`src/rtl/ps2_tx_scheduler.sv`:
```
// rtl/ps2_tx_scheduler.sv - two-source PS/2 device-to-host byte scheduler
//
// Shares one PS/2 byte serializer between port A (host-command responses)
// and port B (translated keystrokes). A grant is locked for a whole atomic
// group, bytes are spaced by a minimum idle gap, the gap is restarted while
// the host inhibits, and aborted bytes are resent a bounded number of times.
//
// Ports:
//   clk, reset                 system clock, synchronous active-high reset
//   a_byte/a_last/a_valid      port A byte, end-of-group flag, byte present
//   a_ready                    port A byte taken when a_valid && a_ready
//   b_byte/b_last/b_valid      port B, same meaning as port A
//   b_ready                    port B accept
//   inhibit                    host holding PS/2 clock low
//   tx_data, tx_start          byte and 1-cycle start pulse to serializer
//   tx_done, tx_fail           serializer completion / abort pulses
//   owner                      00 none, 01 A, 10 B
//   drop_err                   1-cycle pulse when a byte is abandoned

module ps2_tx_scheduler #(
    parameter int GAP_CYCLES = 2000,
    parameter int MAX_RETRY  = 3
) (
    input  logic       clk,
    input  logic       reset,
    input  logic [7:0] a_byte,
    input  logic       a_last,
    input  logic       a_valid,
    output logic       a_ready,
    input  logic [7:0] b_byte,
    input  logic       b_last,
    input  logic       b_valid,
    output logic       b_ready,
    input  logic       inhibit,
    output logic [7:0] tx_data,
    output logic       tx_start,
    input  logic       tx_done,
    input  logic       tx_fail,
    output logic [1:0] owner,
    output logic       drop_err
);

    localparam int GW = $clog2(GAP_CYCLES + 1);
    localparam int RW = (MAX_RETRY > 0) ? $clog2(MAX_RETRY + 1) : 1;
    localparam logic [GW-1:0] GAP_LOAD  = GW'(GAP_CYCLES);
    localparam logic [RW-1:0] RETRY_MAX = RW'(MAX_RETRY);

    localparam logic [1:0] OWN_NONE = 2'b00;
    localparam logic [1:0] OWN_A    = 2'b01;
    localparam logic [1:0] OWN_B    = 2'b10;

    typedef enum logic [1:0] {
        S_FETCH,
        S_START,
        S_WAIT,
        S_GAP
    } state_t;

    state_t        state_q, state_n;
    logic [1:0]    owner_q, owner_n;
    logic [1:0]    last_grant_q, last_grant_n;
    logic [7:0]    data_q, data_n;
    logic          last_q, last_n;
    logic [RW-1:0] retry_q, retry_n;
    logic [GW-1:0] gap_q, gap_n;
    logic          resend_q, resend_n;

    logic pick_a;
    logic pick_b;
    logic finish;

    always_ff @(posedge clk) begin
        if (reset) begin
            state_q      <= S_FETCH;
            owner_q      <= OWN_NONE;
            last_grant_q <= OWN_B;
            data_q       <= 8'h00;
            last_q       <= 1'b0;
            retry_q      <= '0;
            gap_q        <= '0;
            resend_q     <= 1'b0;
        end else begin
            state_q      <= state_n;
            owner_q      <= owner_n;
            last_grant_q <= last_grant_n;
            data_q       <= data_n;
            last_q       <= last_n;
            retry_q      <= retry_n;
            gap_q        <= gap_n;
            resend_q     <= resend_n;
        end
    end

    // Arbitration only matters while nobody holds the lock; on a tie the
    // port that did not win last time is chosen.
    always_comb begin
        pick_a = 1'b0;
        pick_b = 1'b0;
        if (owner_q == OWN_NONE) begin
            if (a_valid && b_valid) begin
                pick_a = (last_grant_q != OWN_A);
                pick_b = (last_grant_q == OWN_A);
            end else begin
                pick_a = a_valid;
                pick_b = b_valid;
            end
        end
    end

    assign a_ready = (state_q == S_FETCH) && !inhibit && ((owner_q == OWN_A) || pick_a);
    assign b_ready = (state_q == S_FETCH) && !inhibit && ((owner_q == OWN_B) || pick_b);

    always_comb begin
        state_n      = state_q;
        owner_n      = owner_q;
        last_grant_n = last_grant_q;
        data_n       = data_q;
        last_n       = last_q;
        retry_n      = retry_q;
        gap_n        = gap_q;
        resend_n     = resend_q;
        tx_start     = 1'b0;
        drop_err     = 1'b0;
        finish       = 1'b0;

        case (state_q)
            S_FETCH: begin
                if (a_valid && a_ready) begin
                    data_n       = a_byte;
                    last_n       = a_last;
                    owner_n      = OWN_A;
                    last_grant_n = OWN_A;
                    retry_n      = '0;
                    state_n      = S_START;
                end else if (b_valid && b_ready) begin
                    data_n       = b_byte;
                    last_n       = b_last;
                    owner_n      = OWN_B;
                    last_grant_n = OWN_B;
                    retry_n      = '0;
                    state_n      = S_START;
                end
            end
            S_START: begin
                tx_start = 1'b1;
                state_n  = S_WAIT;
            end
            S_WAIT: begin
                // Inhibit is not looked at here: the serializer reports an
                // abort through tx_fail. A simultaneous done beats fail.
                if (tx_done) begin
                    finish = 1'b1;
                end else if (tx_fail) begin
                    if (retry_q < RETRY_MAX) begin
                        retry_n  = retry_q + 1'b1;
                        gap_n    = GAP_LOAD;
                        resend_n = 1'b1;
                        state_n  = S_GAP;
                    end else begin
                        // Out of retries: abandon the byte but keep the
                        // group going as if it had been sent.
                        drop_err = 1'b1;
                        finish   = 1'b1;
                    end
                end
                if (finish) begin
                    if (last_q) begin
                        owner_n = OWN_NONE;
                    end
                    gap_n    = GAP_LOAD;
                    resend_n = 1'b0;
                    state_n  = S_GAP;
                end
            end
            S_GAP: begin
                if (inhibit) begin
                    gap_n = GAP_LOAD;
                end else if (gap_q == '0) begin
                    resend_n = 1'b0;
                    state_n  = resend_q ? S_START : S_FETCH;
                end else begin
                    gap_n = gap_q - 1'b1;
                end
            end
            default: begin
                state_n = S_FETCH;
            end
        endcase
    end

    assign tx_data = data_q;
    assign owner   = owner_q;

endmodule

```
`config.mk`:
```
export PLATFORM = sky130hd
export DESIGN_NAME = ps2_tx_scheduler
export DESIGN_NICKNAME = d
export VERILOG_FILES = /design/src/rtl/ps2_tx_scheduler.sv
export SDC_FILE = /design/constraint.sdc
export NUM_CORES = 1
export LEC_CHECK = 0
export ABC_AREA = 1
export BUFFER_PORTS_ARGS = -buffer_cell sky130_fd_sc_hd__buf_2
export CORE_ASPECT_RATIO = 1.25
export CORE_MARGIN = 5
export CORE_UTILIZATION = 58
export DETAILED_ROUTE_END_ITERATION = 8
export HOLD_SLACK_MARGIN = 0.15
export PLACE_DENSITY = 0.89
export SETUP_SLACK_MARGIN = 0.5
export SLEW_MARGIN = 30
export SYNTH_ARGS = -nofsm -noshare
export SYNTH_HDL_FRONTEND = slang
export SYNTH_SLANG_ARGS = --single-unit
```
`constraint.sdc`:
```
create_clock -name clk -period 4.2 [get_ports clk]
set_clock_uncertainty 0.15 [all_clocks]
set_input_delay 0.42 -clock clk [delete_from_list [all_inputs] [get_ports clk]]
set_output_delay 0.42 -clock clk [all_outputs]
set_load 0.02 [all_outputs]
```
==> results of run 1 <==
==> power by group through the flow <==
stage / Combinational (uW) / Clock (uW) / Sequential (uW)
after detailed placement: 946 / 0 / 460
after global routing: 1090 / 214 / 471
after global placement: 927 / 0 / 457
after CTS: 954 / 203 / 454
final: 952 / 199 / 455
after floorplan: 800 / 0 / 465
==> worst max path at each step <==
stage | startpoint | end | slack, ns
floorplan | state_q[0]$_SDFFE_PP0P_ | b_ready | 2.25
global placement | state_q[0]$_SDFFE_PP0P_ | tx_data[4]$_SDFFE_PP0P_ | 2.23
detailed placement | state_q[0]$_SDFFE_PP0P_ | tx_data[4]$_SDFFE_PP0P_ | 2.17
CTS | state_q[0]$_SDFFE_PP0P_ | b_ready | 1.96
global route | state_q[0]$_SDFFE_PP0P_ | b_ready | 1.79
finish | state_q[0]$_SDFFE_PP0P_ | b_ready | 1.98
==> cell usage in the layout, fill, tap and decap left out, drive strengths merged, types with 7 or more instances in the layout <==
cell type | Yosys | layout
dfxtp | 29 | 29
o21ai | 10 | 10
nand2 | 102 | 102
clkbuf | 1 | 7
a21oi | 24 | 24
nand3 | 19 | 19
nor2 | 36 | 36
ha | 8 | 8
inv | 30 | 30
buf | 7 | 38
==> through the flow <==
step | util (%) | std cells
2_1_floorplan | - | 279
3_3_place_gp | 66.6 | 345
3_5_place_dp | 66.6 | 345
4_1_cts | 68.9 | 353
5_1_grt | 68.9 | 353
6_report | 68.9 | 353
==> logic make-up (layout without fill, tap and decap cells) <==
group | Yosys count | in the layout | synth area share [%]
compound gates | 38 | 38 | 12.8
xor+xnor | 3 | 3 | 1.43
fa+ha+maj | 8 | 8 | 5.46
buf+inv | 39 | 77 | 10.1
flops | 29 | 29 | 31.7
simple gates | 162 | 162 | 38.5
==> flip-flops by register name, summed over array words and instances, names as in the netlist <==
register / cells
retry_q: 2
state_q: 2
gap_q: 11
last_q: 1
tx_data: 8
owner: 2
last_grant_q: 2
resend_q: 1
==> per-layer routing <==
layer	vias to the layer above	part of all wire [%]	GRT usage, %
met5	-	0	0
met4	0	1.5	8.37
met3	8	6.0	3.72
met2	58	49	32.3
met1	786	44	25.0
li1	952	-	-
==> layout make-up <==
class | instances | area, um^2
Multi-Input combinational cell | 211 | 1070
Sequential cell | 29 | 581
Tap cell | 36 | 45.0
Clock inverter | 1 | 5.00
Fill cell | 252 | 932
Inverter | 31 | 116
Clock buffer | 7 | 65.1
Timing Repair Buffer | 38 | 190
==> worst min-delay path, delay by kind of cell <==
kind,cells,cell delay [ns]
AND/OR/NAND/NOR,3,0.14
buffers and inverters,1,0.09
AO/OA/AOI/OAI,1,0.05
==> flow_summary.yaml, run 1 <==
placement:
  portbufs: 38
  routability_driven_placement_congestion_ratio: 0.837
  place.detailed.hpwl_mm: 3.05
  placed_cell_area_um2: 2000
  dp_worst_setup_slack_ns: 2.17
synthesis:
  synth.largest_area_cell: "sky130_fd_sc_hd__dfxtp_1"
  edff_count_synth: 0
  ys_ff_latch: 29
  post_synth_most_frequent_cells: "97 x sky130_fd_sc_hd__nand2_1, 29 x sky130_fd_sc_hd__dfxtp_1, 29 x sky130_fd_sc_hd__nor2_1"
  cell_with_the_most_instances_after_synthesis: "sky130_fd_sc_hd__nand2_1"
  yosysSeqAreaShare_pct: 31.7
  yosys-top-cells-area: "sky130_fd_sc_hd__dfxtp_1 32%, sky130_fd_sc_hd__nand2_1 20%, sky130_fd_sc_hd__nor2_1 5.9%"
  synth_top_cell_area_share_pct: 31.7
  netlist-cell-type-count: 31
  async_reset_ff_share_pct: 0
  yosys_warnings: 0
  synth.net_count: 312
  ys.flop_type: "sky130_fd_sc_hd__dfxtp_1"
  syn-instance-count: 279
  netlist_area_um2: 1830
  synthesis.area_per_instance_um2: 6.57
hold_path:
  min-delay-path-class: "primary input to flop"
  hold_end: "tx_data[1]$_SDFFE_PP0P_"
  min-delay-start: "a_byte[1]"
  timing.hold.worst_path_depth: 5
timing:
  hold_viol: 0
  worst_max_slew_margin_expressed_relative_to_the_limit_pct: 69.8
  timing.final.crit_share_pct: 52.9
  fmax_mhz: 450
  worstMarginPinSlew_ns: 0.448
  fin_worst_hold_slack_ns: 0.278
  setup_total_negative_slack_ns: 0
  drv_slew: 0
  grt_setup_unrepaired: "false"
  final.min_clock_period_ns: 2.22
  report.final.setup_viol: 0
  fin_ws_ns: 1.98
setup_path:
  critical-path-top-delay-family: "flip-flops"
  start_kind: "flop"
  ff2ff_setup_slack_ns: 2.15
  crit_path_capture_type: "output pin"
  critical_path_arrival_ns: 1.65
  reg2reg_from: "state_q[0]$_SDFFE_PP0P_"
  critPathBufInv: 2
  worstPathCellList: "inv_1 -> ha_1 -> nand2_2 -> nor2_1 -> a21boi_0 -> buf_2"
  critPathKind: "flop to output pin"
  cp_max_fo: 6
  required_ns: 3.63
  timing.reg2reg.worst_path_depth: 10
  cp.depth: 6
  critical-path-max-stage-delay_ns: 0.36
  crit-reg2reg-capture: "tx_data[4]$_SDFFE_PP0P_"
  critical_path.slowest_cell: "sky130_fd_sc_hd__dfxtp_1"
die:
  floorplan.die_area_um2: 4390
  start_util_pct: 61.1
  io_pins: 39
  core_region_area_um2: 3000
  floorplan.die.width_um: 60.3
  floorplan.die.height_um: 72.8
  floorplan.rows: 22
routing:
  drt_iter0_drc: 52
  drt-pass1-iter-count: 5
  wl_per_cell_um: 11.0
  drt_wl_total_mm: 3.90
  antenna_left: 0
  drt-vias-per-instance: 5.11
  route.detailed.drc: 0
  count_of_vias_placed_by_the_detailed_router: 1804
grt:
  grt_pass1_vias: 1661
  grt.overflow.total: 0
  grt_antenna_before_repair: 0
  first_pass_grt_wire_length_mm: 6.76
  pin_count_of_the_biggest_net_entering_global_routing: 19
  grt_usage_pct: 19.8
cells_and_area:
  final_area_um2: 2070
  final_layout_size_suffix_gt1_share_pct: 24.6
  net_count_of_the_finished_layout: 349
  antenna-diode-count: 0
  area_growth_syn_to_layout_pct: 12.9
clock_tree:
  clk-insertion-delay-late_ns: 0.33
  tritoncts: "built"
  cts.repair_timing.setup_buffer_count: 0
  sinks_on_clock_net: 29
  cts_resized: 0
  cts_root_buf: "sky130_fd_sc_hd__clkbuf_4"
  ctsHoldBuffers: 0
  cts-buffers-inserted: 5
  clock_slew_at_the_register_clock_pins_of_the_worst_setup_and_hold_paths_ns: 0.10
  h-tree-depth: 2
  clk_path_buf_depth: 2
run:
  cap_viol_max_count: 0
power_and_ir_drop:
  design_power_total_uw: 1610
  clock_power_share_pct: 12.4
  power_frac_seq_pct: 28.3
  irDropWorstVdd_uv: 579
  power.switching_uw: 800
  cellInternalPower_uw: 806
  powerDensity_nw_per_um2: 777
  p_leak_uw: 0.00105
  power.share.switching_pct: 49.8
  power_frac_comb_pct: 59.3
status:
  run_status: "complete, no violations"
No activity file was read; power rests on OpenSTA's default activity.
==> run 2, diff against run 1 <==
--- a/config.mk
+++ b/config.mk
@@ -9,10 +9,10 @@
 export BUFFER_PORTS_ARGS = -buffer_cell sky130_fd_sc_hd__buf_2
 export CORE_ASPECT_RATIO = 1.25
 export CORE_MARGIN = 5
-export CORE_UTILIZATION = 58
+export CORE_UTILIZATION = 49
 export DETAILED_ROUTE_END_ITERATION = 8
 export HOLD_SLACK_MARGIN = 0.15
-export PLACE_DENSITY = 0.89
+export PLACE_DENSITY = 0.81
 export SETUP_SLACK_MARGIN = 0.5
 export SLEW_MARGIN = 30
 export SYNTH_ARGS = -nofsm -noshare
==> constraint.sdc (replaced) <==
create_clock -name clk -period 1.88 [get_ports clk]
set_clock_uncertainty 0.15 [all_clocks]
set_input_delay 0.188 -clock clk [delete_from_list [all_inputs] [get_ports clk]]
set_output_delay 0.188 -clock clk [all_outputs]
set_load 0.02 [all_outputs]
==> run 2 against run 1 <==
Net effect: global-route usage is 11 points higher; sequential power grew to 2.5 times the previous value; routed wire length is 150% higher; critical path type is now flop to flop; die area is 15% higher; combinational power grew to 4.5 times the previous value; via count is 49% higher; highest routed layer unchanged; largest cell class unchanged; flip-flop and latch count stayed put; design area is 48% higher; hold slack worse by 0.056 ns; clock power grew to 2.8 times the previous value; register-to-register slack worse by 2.1 ns.
==> flow_summary.yaml, run 2 (same netlist as run 1, synthesis figures left out) <==
cells_and_area:
  multi_input_comb_area_um2: 1500
  layout_commonest_cell: "sky130_fd_sc_hd__nand2_1"
  commonest_non_fill_non_tap_cells_in_the_layout: "82 x sky130_fd_sc_hd__nand2_1, 34 x sky130_fd_sc_hd__buf_2, 21 x sky130_fd_sc_hd__dfxtp_1"
  top_register: "gap_q"
  area_growth_syn_to_layout_pct: 66.7
  final_layout_size_suffix_gt1_share_pct: 48.5
  antenna-diode-count: 0
  net_count_of_the_finished_layout: 397
  final_area_um2: 3050
  seq_area_um2: 596
  largest_register_ffs: 11
  num-fill-cells: 124
run:
  cap_viol_max_count: 0
grt:
  grt_usage_pct: 30.5
  first_pass_grt_wire_length_mm: 11.9
  grt_antenna_before_repair: 0
  grt.overflow.total: 0
  grt_pass1_vias: 2430
  pin_count_of_the_biggest_net_entering_global_routing: 18
power_and_ir_drop:
  design_power_total_uw: 5990
  irDropWorstVdd_uv: 1570
  powerDensity_nw_per_um2: 1960
  p_leak_uw: 0.00139
clock_tree:
  clk-insertion-delay-late_ns: 0.30
  cts-buffers-inserted: 5
  clock_slew_at_the_register_clock_pins_of_the_worst_setup_and_hold_paths_ns: 0.08
  sinks_on_clock_net: 29
  clk_path_buf_depth: 2
  cts_root_buf: "sky130_fd_sc_hd__clkbuf_8"
  tritoncts: "built"
  h-tree-depth: 2
placement:
  routability_driven_placement_congestion_ratio: 0.942
  placed_cell_area_um2: 2090
  place.detailed.hpwl_mm: 3.16
  dp_worst_setup_slack_ns: 0.0678
  portbufs: 38
hold_path:
  min-delay-path-class: "primary input to flop"
timing:
  fin_ws_ns: 0.0118
  report.final.setup_viol: 0
  drv_slew: 0
  fmax_mhz: 535
  setup_total_negative_slack_ns: 0
  worstMarginPinSlew_ns: 0.404
  timing.final.crit_share_pct: 99.4
  fin_worst_hold_slack_ns: 0.222
  worst_max_slew_margin_expressed_relative_to_the_limit_pct: 72.9
  final.min_clock_period_ns: 1.87
  hold_viol: 0
  grt_setup_unrepaired: "true"
die:
  floorplan.die.height_um: 78.4
  core_region_area_um2: 3540
  floorplan.die.width_um: 64.7
  floorplan.die_area_um2: 5070
  io_pins: 39
  start_util_pct: 51.7
  floorplan.rows: 24
routing:
  drt_iter0_drc: 372
  drt_wl_total_mm: 9.71
  antenna_left: 0
  drt-vias-per-instance: 6.63
  count_of_vias_placed_by_the_detailed_router: 2679
  drt-pass1-iter-count: 5
  wl_per_cell_um: 24.0
  route.detailed.drc: 0
setup_path:
  crit_path_capture_type: "flop"
  critPathKind: "flop to flop"
  critical_path.slowest_cell: "sky130_fd_sc_hd__dfxtp_1"
  required_ns: 1.95
  critical_path_arrival_ns: 1.94
  worstPathCellList: "inv_1 -> nand2_1 -> nand2_2 -> nand2_2 -> nand2_1 -> nand3_4 -> buf_12 -> nand2_8 -> inv_8 -> nand2_1 -> a21oi_1"
  critical-path-max-stage-delay_ns: 0.36
  start_kind: "flop"
  critPathMostFrequentCell: "sky130_fd_sc_hd__nand2_1"
  cp_max_fo: 9
status:
  run_status: "complete, no violations"
run 2: cell types whose count changed in the layout (fill, tap and decap cells not counted), moves of 7 or more:
cell,delta
sky130_fd_sc_hd__ha_1,-7
sky130_fd_sc_hd__buf_4,+14
sky130_fd_sc_hd__nand2_4,+7
sky130_fd_sc_hd__nor2_1,-11
sky130_fd_sc_hd__a21oi_2,+9
sky130_fd_sc_hd__nand2_2,+8
sky130_fd_sc_hd__nand3_1,-7
sky130_fd_sc_hd__dlygate4sd3_1,+19
sky130_fd_sc_hd__buf_6,+13
sky130_fd_sc_hd__nand2_1,-15
sky130_fd_sc_hd__nor2_4,+10
sky130_fd_sc_hd__a21oi_1,-10
sky130_fd_sc_hd__dfxtp_1,-8
run 2: path summary, 6_finish.rpt:
kind,slack (ns),depth (start not counted),to,from
hold reg to reg,0.33,2,tx_data[0]$_SDFFE_PP0P_,tx_data[0]$_SDFFE_PP0P_
hold / removal,0.22,5,gap_q[8]$_SDFFE_PP0P_,inhibit
setup reg to reg,0.01,11,tx_data[1]$_SDFFE_PP0P_,last_grant_q[1]$_SDFFE_PP1P_
setup / recovery,0.01,11,tx_data[1]$_SDFFE_PP0P_,last_grant_q[1]$_SDFFE_PP1P_
run 2: stage by stage:
| step | cells | utilization [%] |
|---|---|---|
| 5_1_grt | 404 | 86.2 |
| 4_1_cts | 393 | 76.5 |
| 3_5_place_dp | 351 | 58.9 |
| 2_1_floorplan | 279 | - |
| 6_report | 404 | 86.2 |
| 3_3_place_gp | 351 | 58.9 |
run 2: repair_timing:
action | CTS | global route
buffers inserted | 14 | 9
pin swaps | 18 | 21
cloned | 2 | 1
resized for setup | 50 | 69
hold buffers | 18 | 1
endpoints found under the hold margin | 10 | 1
setup endpoints to repair | 33 | 33
run 2: metal layers:
metal | global-route usage (%) | part of all wire, %
met5 | 0 | 0
met3 | 7.29 | 12
met4 | 19.2 | 10
met2 | 53.3 | 45
met1 | 32.7 | 33
run 2: where the power goes:
group	internal [uW]	switching [uW]
logic	1650	2640
registers	856	282
clock network	256	310
run 2: final cells by class:
class | count | share of cell area, %
clock inverter | 3 | 0.574
inverter | 31 | 4.80
timing repair buffer | 83 | 22.0
sequential | 29 | 19.5
clock buffer | 5 | 2.25
multi-input combinational | 214 | 49.3
tap | 39 | 1.60
run 2: worst max-delay path, delay by kind of cell, from the launching register on:
kind / cells / cell delay, ns
compound gates: 1 / 0.18
flops: 1 / 0.36
simple gates: 7 / 0.76
buf+inv: 3 / 0.34
==> run 3, diff against run 2 <==
--- a/config.mk
+++ b/config.mk
@@ -12,6 +12,7 @@
 export CORE_UTILIZATION = 49
 export DETAILED_ROUTE_END_ITERATION = 8
 export HOLD_SLACK_MARGIN = 0.15
+export MAX_ROUTING_LAYER = met4
 export PLACE_DENSITY = 0.81
 export SETUP_SLACK_MARGIN = 0.5
 export SLEW_MARGIN = 30
==> run 3 against run 2 <==
Net effect: the run now ends with setup timing left; fmax down 2.8%; combinational power down 9.6%; power down 5.7%; utilization down 2.7 points; first-iteration DRC count up 6.7%; non-clock buffer count down 9.
==> flow_summary.yaml, run 3 (same netlist as run 1, synthesis figures left out) <==
grt:
  use_met1_pct: 34.9
  pin_count_of_the_biggest_net_entering_global_routing: 18
  grt_antenna_before_repair: 0
  grt.overflow.total: 0
  top_usage_layer: "met2"
  grt_pass1_vias: 2589
  gr-usage-met3_pct: 7.71
  grt_usage_pct: 33.2
  grt.met2_usage_pct: 55.6
  first_pass_grt_wire_length_mm: 12.7
die:
  floorplan.die.width_um: 64.7
  start_util_pct: 51.7
  floorplan.die_area_um2: 5070
  floorplan.die.height_um: 78.4
  core_region_area_um2: 3540
  io_pins: 39
  floorplan.rows: 24
timing:
  drv_slew: 0
  report.final.setup_viol: 1
  fin_worst_hold_slack_ns: 0.176
  worstMarginPinSlew_ns: 0.388
  fmax_mhz: 521
  timing.final.crit_share_pct: 102
  worst_max_slew_margin_expressed_relative_to_the_limit_pct: 74.0
  fin_ws_ns: -0.0411
  hold_viol: 0
  grt_setup_unrepaired: "true"
  final.min_clock_period_ns: 1.92
setup_path:
  ff2ff_setup_slack_ns: -0.04
  worstPathCellList: "buf_4 -> ha_4 -> nand2_4 -> nor2_4 -> nor2_4 -> nand2_4 -> nand2_8 -> clkinv_8 -> nand2_1 -> a21oi_2"
  critical-path-max-stage-delay_ns: 0.37
  start_kind: "flop"
  critical_path_arrival_ns: 1.96
  required_ns: 1.92
  cp_max_fo: 7
  critical_path.slowest_cell: "sky130_fd_sc_hd__dfxtp_4"
  crit_path_capture_type: "flop"
  critPathKind: "flop to flop"
routing:
  drt-vias-per-instance: 6.58
  drt_iter0_drc: 397
  antenna_left: 0
  count_of_vias_placed_by_the_detailed_router: 2613
  wl_per_cell_um: 23.2
  drt-pass1-iter-count: 5
  route.detailed.drc: 0
  drt_wl_total_mm: 9.20
placement:
  routability_driven_placement_congestion_ratio: 0.947
  placed_cell_area_um2: 2090
  portbufs: 38
  place.detailed.hpwl_mm: 3.19
cells_and_area:
  final_area_um2: 2960
  final_layout_size_suffix_gt1_share_pct: 48.3
  seq_area_um2: 588
  antenna-diode-count: 0
  layout_commonest_cell: "sky130_fd_sc_hd__nand2_1"
  multi_input_comb_area_um2: 1500
  top_register: "gap_q"
  num-fill-cells: 150
  largest_register_ffs: 11
  net_count_of_the_finished_layout: 390
  area_growth_syn_to_layout_pct: 61.5
  commonest_non_fill_non_tap_cells_in_the_layout: "60 x sky130_fd_sc_hd__nand2_1, 34 x sky130_fd_sc_hd__buf_2, 32 x sky130_fd_sc_hd__nand2_2"
clock_tree:
  cts_root_buf: "sky130_fd_sc_hd__clkbuf_8"
  sinks_on_clock_net: 29
  clk_path_buf_depth: 2
  tritoncts: "built"
  clock_slew_at_the_register_clock_pins_of_the_worst_setup_and_hold_paths_ns: 0.07
  clk-insertion-delay-late_ns: 0.30
  cts-buffers-inserted: 5
  h-tree-depth: 2
status:
  violations_in_the_final_reports: "setup timing"
  run_status: "finished, violations left"
hold_path:
  min-delay-path-class: "primary input to flop"
power_and_ir_drop:
  powerDensity_nw_per_um2: 1910
  design_power_total_uw: 5640
  p_leak_uw: 0.00134
  irDropWorstVdd_uv: 1420
run:
  cap_viol_max_count: 0
## run 3: final timing paths
check,to,cells after the start,from
hold reg to reg,gap_q[0]$_SDFFE_PP0P_,2,gap_q[0]$_SDFFE_PP0P_
setup reg to reg,gap_q[10]$_SDFFE_PP0P_,10,state_q[1]$_SDFFE_PP0P_
setup / recovery,gap_q[10]$_SDFFE_PP0P_,10,state_q[1]$_SDFFE_PP0P_
hold / removal,gap_q[3]$_SDFFE_PP0P_,4,inhibit
## run 3: what timing repair did
action / CTS / global route
hold buffers: 18 / 0
gates resized for setup: 50 / 65
setup buffers: 12 / 2
setup endpoints to repair: 33 / 33
gates cloned: 6 / 0
pin swaps: 16 / 21
hold endpoints to repair: 10 / 0
## run 3: metal layers
layer	share of wire, %	vias up	routed length [um]
met5	0	-	0
met4	8.1	0	741
met3	11	90	1060
met2	46	297	4200
met1	35	1182	3210
li1	-	1044	-
## run 3: per-stage QoR
stage          utilization (%)  instances  TNS (ns)  worst slack [ns]
2_1_floorplan                -        279         0             0.263
3_3_place_gp              58.9        351         0             0.172
3_5_place_dp              58.9        351         0             0.120
4_1_cts                   76.8        395         0             0.175
5_1_grt                   83.5        397   -0.0676           -0.0676
6_report                  83.5        397   -0.0411           -0.0411
## run 3: power breakdown
part	switching [uW]	total, uW	internal, uW
clock	282	661	379
combinational	2450	3870	1420
sequential	272	1120	845
## run 3: cell type report
class / instances / area share (%)
timing repair inverter: 1 / 0.296
clock buffer: 8 / 3.76
sequential: 29 / 19.9
tap: 39 / 1.65
timing repair buffer: 74 / 18.8
inverter: 31 / 4.86
multi-input combinational: 215 / 50.7
## run 3: critical path: cells and delay by family (launching register included)
kind	cells	cell delay [ns]
compound gates	1	0.26
fa+ha+maj	1	0.21
buf+inv	2	0.23
flops	1	0.37
simple gates	6	0.57
